$ cat config.mk
export PLATFORM = sky130hd
export DESIGN_NAME = alt_ddrx_reset_sequencer
export DESIGN_NICKNAME = d
export VERILOG_FILES = /design/src/rtl/alt_ddrx_reset_sequencer.sv
export SDC_FILE = /design/constraint.sdc
export NUM_CORES = 1
export LEC_CHECK = 0
export BUFFER_PORTS_ARGS = -buffer_cell sky130_fd_sc_hd__buf_4
export CAP_MARGIN = 20
export CORE_MARGIN = 1.5
export CORE_UTILIZATION = 55
export DETAILED_ROUTE_END_ITERATION = 7
export GPL_TIMING_DRIVEN = 0
export PLACE_DENSITY = 0.85
export SLEW_MARGIN = 20
export SYNTH_ARGS = -nofsm -noshare
export SYNTH_HDL_FRONTEND = slang
export SYNTH_SLANG_ARGS = --single-unit
$ cat constraint.sdc
create_clock -name ctl_clk -period 2.7 [get_ports ctl_clk]
set_input_delay 0.135 -clock ctl_clk [delete_from_list [all_inputs] [get_ports ctl_clk]]
set_output_delay 0.135 -clock ctl_clk [all_outputs]
set_load 0.02 [all_outputs]
$ cat src/rtl/alt_ddrx_reset_sequencer.sv
// Purpose : holds controller sub-blocks in reset until PHY calibration has passed
//           and held for a settling period, then releases per-stage resets in index
//           order and raises ctl_ready; drops back on calibration loss or failure.
// Latency : all outputs registered; with success first sampled at edge E0, stage k
//           releases at E0+STABLE_CYCLES+(k+1)*STAGE_GAP and ctl_ready rises with the last stage.
// Backpressure: none; calibration inputs are levels, soft reset is a one-cycle pulse.
//
// Ports:
//   ctl_clk, ctl_reset        controller clock, synchronous active-high reset
//   ctl_cal_success/_fail     PHY calibration status levels
//   local_soft_reset_req      one-cycle request to restart the init sequence
//   ctl_stage_reset_n         per-stage active-low resets (bit k -> stage k)
//   ctl_ready                 all stages released
//   ctl_init_fail             sticky calibration failure flag
//   ctl_init_state            FSM state encoding for debug
module alt_ddrx_reset_sequencer #(
    parameter int NUM_STAGES    = 3,
    parameter int STABLE_CYCLES = 16,
    parameter int STAGE_GAP     = 4,
    parameter int CNT_WIDTH     = 8
) (
    input  logic                  ctl_clk,
    input  logic                  ctl_reset,
    input  logic                  ctl_cal_success,
    input  logic                  ctl_cal_fail,
    input  logic                  local_soft_reset_req,
    output logic [NUM_STAGES-1:0] ctl_stage_reset_n,
    output logic                  ctl_ready,
    output logic                  ctl_init_fail,
    output logic [2:0]            ctl_init_state
);

    localparam int IDX_W = (NUM_STAGES > 1) ? $clog2(NUM_STAGES) : 1;

    typedef enum logic [2:0] {
        ST_IDLE      = 3'd0,
        ST_WAIT_CAL  = 3'd1,
        ST_STABILIZE = 3'd2,
        ST_RELEASE   = 3'd3,
        ST_READY     = 3'd4,
        ST_FAIL      = 3'd5
    } state_t;

    state_t                r_state,       w_state_nxt;
    logic [CNT_WIDTH-1:0]  r_cnt,         w_cnt_nxt;
    logic [IDX_W-1:0]      r_idx,         w_idx_nxt;
    logic [NUM_STAGES-1:0] r_stage_rst_n, w_stage_rst_n_nxt;
    logic                  r_ready,       w_ready_nxt;
    logic                  r_init_fail,   w_init_fail_nxt;

    always_ff @(posedge ctl_clk) begin
        if (ctl_reset) begin
            r_state       <= ST_IDLE;
            r_cnt         <= '0;
            r_idx         <= '0;
            r_stage_rst_n <= '0;
            r_ready       <= 1'b0;
            r_init_fail   <= 1'b0;
        end else begin
            r_state       <= w_state_nxt;
            r_cnt         <= w_cnt_nxt;
            r_idx         <= w_idx_nxt;
            r_stage_rst_n <= w_stage_rst_n_nxt;
            r_ready       <= w_ready_nxt;
            r_init_fail   <= w_init_fail_nxt;
        end
    end

    always_comb begin
        w_state_nxt       = r_state;
        w_cnt_nxt         = r_cnt;
        w_idx_nxt         = r_idx;
        w_stage_rst_n_nxt = r_stage_rst_n;
        w_ready_nxt       = r_ready;
        w_init_fail_nxt   = r_init_fail;

        // Soft reset outranks everything; it is meaningless in IDLE, which is
        // already the restart point.
        if (local_soft_reset_req && (r_state != ST_IDLE)) begin
            w_state_nxt       = ST_IDLE;
            w_cnt_nxt         = '0;
            w_idx_nxt         = '0;
            w_stage_rst_n_nxt = '0;
            w_ready_nxt       = 1'b0;
            w_init_fail_nxt   = 1'b0;
        end else begin
            case (r_state)
                ST_IDLE: begin
                    w_state_nxt       = ST_WAIT_CAL;
                    w_cnt_nxt         = '0;
                    w_idx_nxt         = '0;
                    w_stage_rst_n_nxt = '0;
                    w_ready_nxt       = 1'b0;
                end
                ST_WAIT_CAL: begin
                    if (ctl_cal_fail) begin
                        w_state_nxt     = ST_FAIL;
                        w_init_fail_nxt = 1'b1;
                    end else if (ctl_cal_success) begin
                        w_state_nxt = ST_STABILIZE;
                        w_cnt_nxt   = '0;
                    end
                end
                ST_STABILIZE: begin
                    if (ctl_cal_fail) begin
                        w_state_nxt     = ST_FAIL;
                        w_cnt_nxt       = '0;
                        w_init_fail_nxt = 1'b1;
                    end else if (!ctl_cal_success) begin
                        w_state_nxt = ST_WAIT_CAL;
                        w_cnt_nxt   = '0;
                    end else if (r_cnt == CNT_WIDTH'(STABLE_CYCLES - 1)) begin
                        w_state_nxt = ST_RELEASE;
                        w_cnt_nxt   = '0;
                        w_idx_nxt   = '0;
                    end else begin
                        w_cnt_nxt = r_cnt + CNT_WIDTH'(1);
                    end
                end
                ST_RELEASE, ST_READY: begin
                    if (ctl_cal_fail) begin
                        w_state_nxt       = ST_FAIL;
                        w_cnt_nxt         = '0;
                        w_idx_nxt         = '0;
                        w_stage_rst_n_nxt = '0;
                        w_ready_nxt       = 1'b0;
                        w_init_fail_nxt   = 1'b1;
                    end else if (!ctl_cal_success) begin
                        w_state_nxt       = ST_IDLE;
                        w_cnt_nxt         = '0;
                        w_idx_nxt         = '0;
                        w_stage_rst_n_nxt = '0;
                        w_ready_nxt       = 1'b0;
                    end else if (r_state == ST_RELEASE) begin
                        if (r_cnt == CNT_WIDTH'(STAGE_GAP - 1)) begin
                            w_stage_rst_n_nxt[r_idx] = 1'b1;
                            w_cnt_nxt                = '0;
                            // Last stage: ready rises on the same edge as its release.
                            if (r_idx == IDX_W'(NUM_STAGES - 1)) begin
                                w_state_nxt = ST_READY;
                                w_ready_nxt = 1'b1;
                            end else begin
                                w_idx_nxt = r_idx + IDX_W'(1);
                            end
                        end else begin
                            w_cnt_nxt = r_cnt + CNT_WIDTH'(1);
                        end
                    end
                end
                ST_FAIL: begin
                    // Parked until soft reset or ctl_reset.
                    w_stage_rst_n_nxt = '0;
                    w_ready_nxt       = 1'b0;
                    w_init_fail_nxt   = 1'b1;
                end
                default: begin
                    w_state_nxt       = ST_IDLE;
                    w_cnt_nxt         = '0;
                    w_idx_nxt         = '0;
                    w_stage_rst_n_nxt = '0;
                    w_ready_nxt       = 1'b0;
                end
            endcase
        end
    end

    assign ctl_stage_reset_n = r_stage_rst_n;
    assign ctl_ready         = r_ready;
    assign ctl_init_fail     = r_init_fail;
    assign ctl_init_state    = r_state;

endmodule

==> reports/metrics.yaml, run 1 <==
proportion_of_netlist_area_held_by_the_largest_area_contributor: 0.310
yosys_warnings: 0
cp_data_required_time_ps: 2920
cts_num_sinks: 18
avgRoutedWirePerCell_um: 14.1
portBuffers: 12
relSlewSlack: 0.619
hold_path_class: "primary input to register"
rows: 16
vdd_ir_drop_max_mv: 0.499
timing_hold_violations_final: 0
floorplan.die.width_um: 49.0
drt_first_iter_violations: 52
syn_area_per_cell_um2: 7.70
groute.usage.overall: 0.240
timing.critical_path.fanout_max: 5
timing_max_transition_violations_final: 0
synth.top_cells.by_count: "sky130_fd_sc_hd__nor2_1 (19), sky130_fd_sc_hd__dfxtp_1 (18), sky130_fd_sc_hd__inv_1 (9), sky130_fd_sc_hd__nand2_1 (9)"
ctsRootBufferMaster: "sky130_fd_sc_hd__clkbuf_4"
grt_setup_unrepaired: "no"
finalCriticalPeriod_ps: 2120
postRouteAntennaNets: 0
final.period_utilization: 0.784
cap_viol_max_count: 0
synth_area_leader_cell: "sky130_fd_sc_hd__dfxtp_1"
grtUsageMet2: 0.411
timing_worst_setup_path_type: "register to register"
synth.distinct_cells: 47
grt_start_max_net_pins: 11
max_freq_mhz: 473
clock_tree.htree_level_count: 1
first_pass_iteration_count_of_the_detailed_router: 5
worstSetupEndpointType: "register"
grt-busiest-layer: "met2"
asyncSetResetFlopFracSynth: 0
cell_internal_pwr_w: 0.000592
fp.dieH_um: 49.0
route.vias.total: 1213
initial_core_util: 0.586
core-area_um2: 1980
number_of_antenna_violations_at_the_first_check_in_global_routing: 0
tritoncts_clock_tree: "yes"
power_frac_comb: 0.522
worst_r2r_startpoint: "r_cnt[0]$_SDFFE_PP0P_"
top_level_ports: 13
clk-insertion-delay-late_ps: 310
leakagePower_nw: 0.509
synth.yosys.seq_area_share: 0.310
synth.most_common_cell: "sky130_fd_sc_hd__nor2_1"
clock_power_share: 0.169
tritoncts.num_buffers: 3
post_cts_buffers: 0
cts_repair_resize_count: 0
finalWeightedCongestion: 0.867
syn_inst: 151
power.net_switching_w: 0.000431
outcome: "finished, final reports clean"
grt_util_met3: 0.0644
totalNegativeSetupSlack_ps: 0
timing.critical_path.from: "r_cnt[0]$_SDFFE_PP0P_"
power.share.sequential: 0.309
total_power_w: 0.00102
post_route_cells_drive_above_1_share: 0.198
synth_enable_flop_cells: 0
dpl-instance-area_um2: 1290
synthesis.area_um2: 1160
synth_nets: 160
routed_wirelength_um: 2740
worstSetupStartpointType: "register"
global_route_wire_length_before_repair_um: 4400
syn_to_final_growth_pct: 13.8
antennaDiodeCount: 0
cts_max_path_buffers: 2
postLayoutCellArea_um2: 1320
max_slew.worst_pin.slew_ps: 567
die_area_um2: 2400
cts.reportedPaths.clkPinSlew_ps: 110
setup_violations: 0
hold_buffers: 0
groute.layer.met1.usage: 0.281
synth_top_flop_cell: "sky130_fd_sc_hd__dfxtp_1"
p_per_area_nw_per_um2: 773
drt-vias-per-instance: 6.25
worst-endpoint-arrival_ps: 2340
grt_pass1_vias: 1042
drc: 0
min-delay-start: "local_soft_reset_req"
finish.net_count: 177
ys_ff_latch: 18
globalRouteOverflowTotal: 0
hpwl_um: 2050
fin_skew_ps: 6.76
synth.top_cells.by_area: "sky130_fd_sc_hd__dfxtp_1 (31%), sky130_fd_sc_hd__nor2_1 (6.1%), sky130_fd_sc_hd__ha_1 (4.3%), sky130_fd_sc_hd__a21oi_1 (3.4%), sky130_fd_sc_hd__mux2i_1 (3.4%)"
netSwitchingFraction: 0.421
[flip-flops by register name, indices dropped and copies added, names as in the netlist]
signal             cells
ctl_init_state         3
r_cnt                  8
ctl_stage_reset_n      3
ctl_ready              1
ctl_init_fail          1
r_idx                  2
[final cells by class]
cell class	instances	area (um2)
multi-input combinational	115	728
tap	27	33.8
sequential	18	360
clock buffer	4	36.3
inverter	9	33.8
fill	171	659
buffer	9	40.0
timing repair buffer	12	90.1
[power by group through the flow]
stage / Sequential (W) / Clock [W] / Combinational (W)
global route: 0.000321 / 0.000187 / 0.000572
detailed placement: 0.000323 / 0 / 0.000522
global placement: 0.000320 / 0 / 0.000509
finish: 0.000316 / 0.000173 / 0.000534
CTS: 0.000317 / 0.000176 / 0.000524
floorplan: 0.000356 / 0 / 0.000357
[critical path, stage by stage (launching register included)]
cell,delay [ps]
sky130_fd_sc_hd__dfxtp_1,410
sky130_fd_sc_hd__ha_1,240
sky130_fd_sc_hd__or3b_2,480
sky130_fd_sc_hd__nor2_2,210
sky130_fd_sc_hd__o31ai_1,120
sky130_fd_sc_hd__or4_1,500
sky130_fd_sc_hd__o31ai_1,80
[cell usage in the layout, fill, tap and decap left out, types with 3 or more instances in the layout]
cell / instances
sky130_fd_sc_hd__nor3_1: 4
sky130_fd_sc_hd__o31ai_1: 4
sky130_fd_sc_hd__nand2_1: 9
sky130_fd_sc_hd__dfxtp_1: 18
sky130_fd_sc_hd__a31oi_1: 4
sky130_fd_sc_hd__clkbuf_4: 3
sky130_fd_sc_hd__a21oi_1: 8
sky130_fd_sc_hd__nand4_1: 5
sky130_fd_sc_hd__buf_4: 12
sky130_fd_sc_hd__a2bb2oi_1: 3
sky130_fd_sc_hd__inv_1: 9
sky130_fd_sc_hd__ha_1: 4
sky130_fd_sc_hd__buf_2: 5
sky130_fd_sc_hd__mux2i_1: 4
sky130_fd_sc_hd__nor2_1: 19
sky130_fd_sc_hd__nand3_1: 8
sky130_fd_sc_hd__clkbuf_1: 3
sky130_fd_sc_hd__o21ai_0: 8
[cell families after synthesis]
family	after synthesis	share of synthesized area
compound gates	42	0.252
fa+ha+maj	4	0.0431
buf+inv	18	0.0635
flops	18	0.310
mux	4	0.0344
simple gates	65	0.297
[metal layers]
metal	wire length [um]	part of all wire	up-vias
met4	42	0.015	0
met5	0	0	-
met1	1160	0.42	545
met2	1310	0.48	71
li1	-	-	592
met3	228	0.083	5
[path summary, 6_finish.rpt]
check,cells past startpoint,end,slack [ps]
min reg2reg,2,ctl_stage_reset_n[1]$_SDFFE_PP0P_,490
max,6,ctl_init_state[0]$_SDFFE_PP0P_,580
max reg2reg,6,ctl_init_state[0]$_SDFFE_PP0P_,580
min,4,ctl_init_state[1]$_SDFFE_PP0P_,120
[per-stage QoR]
step	hold slack (ps)	utilization	setup slack [ps]	std cells
floorplan	336	-	791	151
global placement	448	0.649	683	190
detailed placement	455	0.649	622	190
CTS	120	0.667	597	194
global route	167	0.667	473	194
finish	122	0.667	584	194
(Power assumes the default switching activity.)
==> run 2: changes to the inputs <==
- CORE_UTILIZATION: 55 -> 51
- PLACE_DENSITY: 0.85 -> 0.83
- clock period: 2.7 -> 1.85 ns (I/O delays scaled with it)
==> run 2 against run 1 <==
Compared with the run above: the run now ends with setup timing left; clock power increased by 51%; sequential share of layout area is 2.0 points lower; critical path depth down 1; routed wire length is 16% higher; first-iteration DRC count rose by 13%; global-route usage rose by 2.6 points; hold slack worse by 48 ps; via count rose by 6.4%; setup slack worse by 650 ps; register-to-register slack lost 650 ps; critical endpoint unchanged; largest power group unchanged.
==> reports/metrics.yaml, run 2 (synthesis results as in run 1) <==
core-area_um2: 2190
first_pass_iteration_count_of_the_detailed_router: 4
grt-busiest-layer: "met2"
clk-insertion-delay-late_ps: 310
global_route_wire_length_before_repair_um: 5140
drc: 0
floorplan.die.width_um: 50.7
critical_path_buf_inv_count: 0
finalWorstSetupSlack_ps: -66.0
timing.critical_path.slowest_cell_delay_ps: 590
worst_hold_path.num_cells: 4
timing.critical_path.cells: "or4_4 > nor2_4 > o221ai_1 > or4_1 > o31ai_1"
cts.reportedPaths.clkPinSlew_ps: 110
ctsRootBufferMaster: "sky130_fd_sc_hd__clkbuf_4"
cap_viol_max_count: 0
antennaDiodeCount: 0
p_per_area_nw_per_um2: 1100
total_power_w: 0.00161
finalCriticalPeriod_ps: 1920
clock_tree.htree_level_count: 1
fin_skew_ps: 0.968
number_of_antenna_violations_at_the_first_check_in_global_routing: 0
rrSetupSlack_ps: -70
initial_core_util: 0.531
cp_data_required_time_ps: 2080
worstSetupEndpointType: "register"
worst-endpoint-arrival_ps: 2140
timing_max_transition_violations_final: 0
fp.dieH_um: 50.7
routed_wirelength_um: 3190
worst_path_max_delay_cell: "sky130_fd_sc_hd__or4_4"
drt_first_iter_violations: 59
setup_violations: 2
post_route_cells_drive_above_1_share: 0.310
cts_max_path_buffers: 2
finish.net_count: 184
hold_path_class: "primary input to register"
tritoncts.num_buffers: 3
largest_reg_flops: 8
final_cell_mix: "sky130_fd_sc_hd__buf_4 (19), sky130_fd_sc_hd__nor2_1 (18), sky130_fd_sc_hd__dfxtp_1 (13)"
groute.layer.met1.usage: 0.317
grt_pass1_vias: 1157
grt_start_max_net_pins: 11
timing.critical_path.fanout_max: 4
cts_num_sinks: 18
endpoint_of_the_worst_hold_timing_path: "ctl_init_state[2]$_SDFFE_PP0P_"
groute.usage.overall: 0.265
timing.critical_path.from: "r_cnt[7]$_SDFFE_PP0P_"
top_level_ports: 13
hpwl_um: 2110
tritoncts_clock_tree: "yes"
postRouteAntennaNets: 0
max_freq_mhz: 522
globalRouteOverflowTotal: 0
avgRoutedWirePerCell_um: 15.8
largest-register: "r_cnt"
cell_family_with_the_largest_share_of_critical_path_delay: "simple AND/OR/NAND/NOR gates"
route.vias.total: 1291
reg2reg_depth: 5
worstSetupStartpointType: "register"
timing_worst_setup_path_type: "register to register"
grt_util_met3: 0.0565
hold_buffers: 0
final.period_utilization: 1.04
totalNegativeSetupSlack_ps: -106
portBuffers: 12
die_area_um2: 2570
failing_checks: "setup timing"
leakagePower_nw: 0.560
timing_hold_violations_final: 0
worstReg2RegEnd: "ctl_init_state[0]$_SDFFE_PP0P_"
min-delay-start: "local_soft_reset_req"
outcome: "finished, violations left"
worst_r2r_startpoint: "r_cnt[7]$_SDFFE_PP0P_"
grt_setup_unrepaired: "yes"
layout.cells.most_common: "sky130_fd_sc_hd__buf_4"
rows: 17
vdd_ir_drop_max_mv: 0.711
syn_to_final_growth_pct: 25.8
drt-vias-per-instance: 6.39
max_slew.worst_pin.slew_ps: 363
grtUsageMet2: 0.447
relSlewSlack: 0.754
finalWeightedCongestion: 0.823
==> run 2: cell types whose count changed in the layout (fill, tap and decap cells not counted), sizes merged <==
| cell | before | now |
|---|---|---|
| clkbuf | 7 | 9 |
| buf | 18 | 23 |
==> run 2: area by class of cell <==
cell class                 instances  area, um2
buffer                             9       53.8
clock buffer                       4       36.3
fill                             176        728
inverter                           9       33.8
multi-input combinational        115        795
sequential                        18        369
tap                               28       35.0
timing repair buffer              19        140
==> run 2: worst max path at each step <==
stage / endpoint / slack [ps] / depth (start not counted)
6_report: ctl_init_state[0]$_SDFFE_PP0P_ / -70 / 5
5_1_grt: r_idx[1]$_SDFFE_PP0P_ / -130 / 5
4_1_cts: r_idx[1]$_SDFFE_PP0P_ / -30 / 5
3_5_place_dp: ctl_init_state[0]$_SDFFE_PP0P_ / -110 / 6
3_3_place_gp: r_idx[1]$_SDFFE_PP0P_ / -60 / 5
2_1_floorplan: r_idx[1]$_SDFFE_PP0P_ / 30 / 5
==> run 2: per-layer routing <==
layer	share of wire	wire, um
met2	0.51	1640
met4	0.018	59
met3	0.055	175
met1	0.41	1320
met5	0	0
==> run 2: repair_timing <==
item | in CTS | in global routing
pin swaps | 5 | 1
gates resized for setup | 14 | 9
setup buffers | 5 | 1
endpoints found under the setup margin | 11 | 17
cloned | 0 | 1
==> run 2: tightest hold or removal path: cells and delay by family <==
| kind | cells | cell delay (ps) |
|---|---|---|
| buffers and inverters | 1 | 80 |
| multiplexers | 1 | 50 |
| AND/OR/NAND/NOR | 2 | 130 |
==> run 2: power by group <==
group	total, W	switching (W)	leakage, nW	internal, W
sequential	0.000466	0.0000324	0.149	0.000434
combinational	0.000883	0.000510	0.391	0.000374
clock	0.000262	0.000141	0.0210	0.000120
==> run 2: metrics by stage <==
stage / instances / area (um2) / hold slack [ps] / worst slack (ps) / util
2_1_floorplan: 151 / 1170 / 286 / 30.1 / -
3_5_place_dp: 191 / 1300 / 405 / -113 / 0.593
3_3_place_gp: 191 / 1300 / 397 / -61.9 / 0.593
6_report: 202 / 1460 / 73.8 / -66.0 / 0.668
5_1_grt: 202 / 1460 / 95.4 / -128 / 0.668
4_1_cts: 200 / 1410 / 75.3 / -28.5 / 0.645
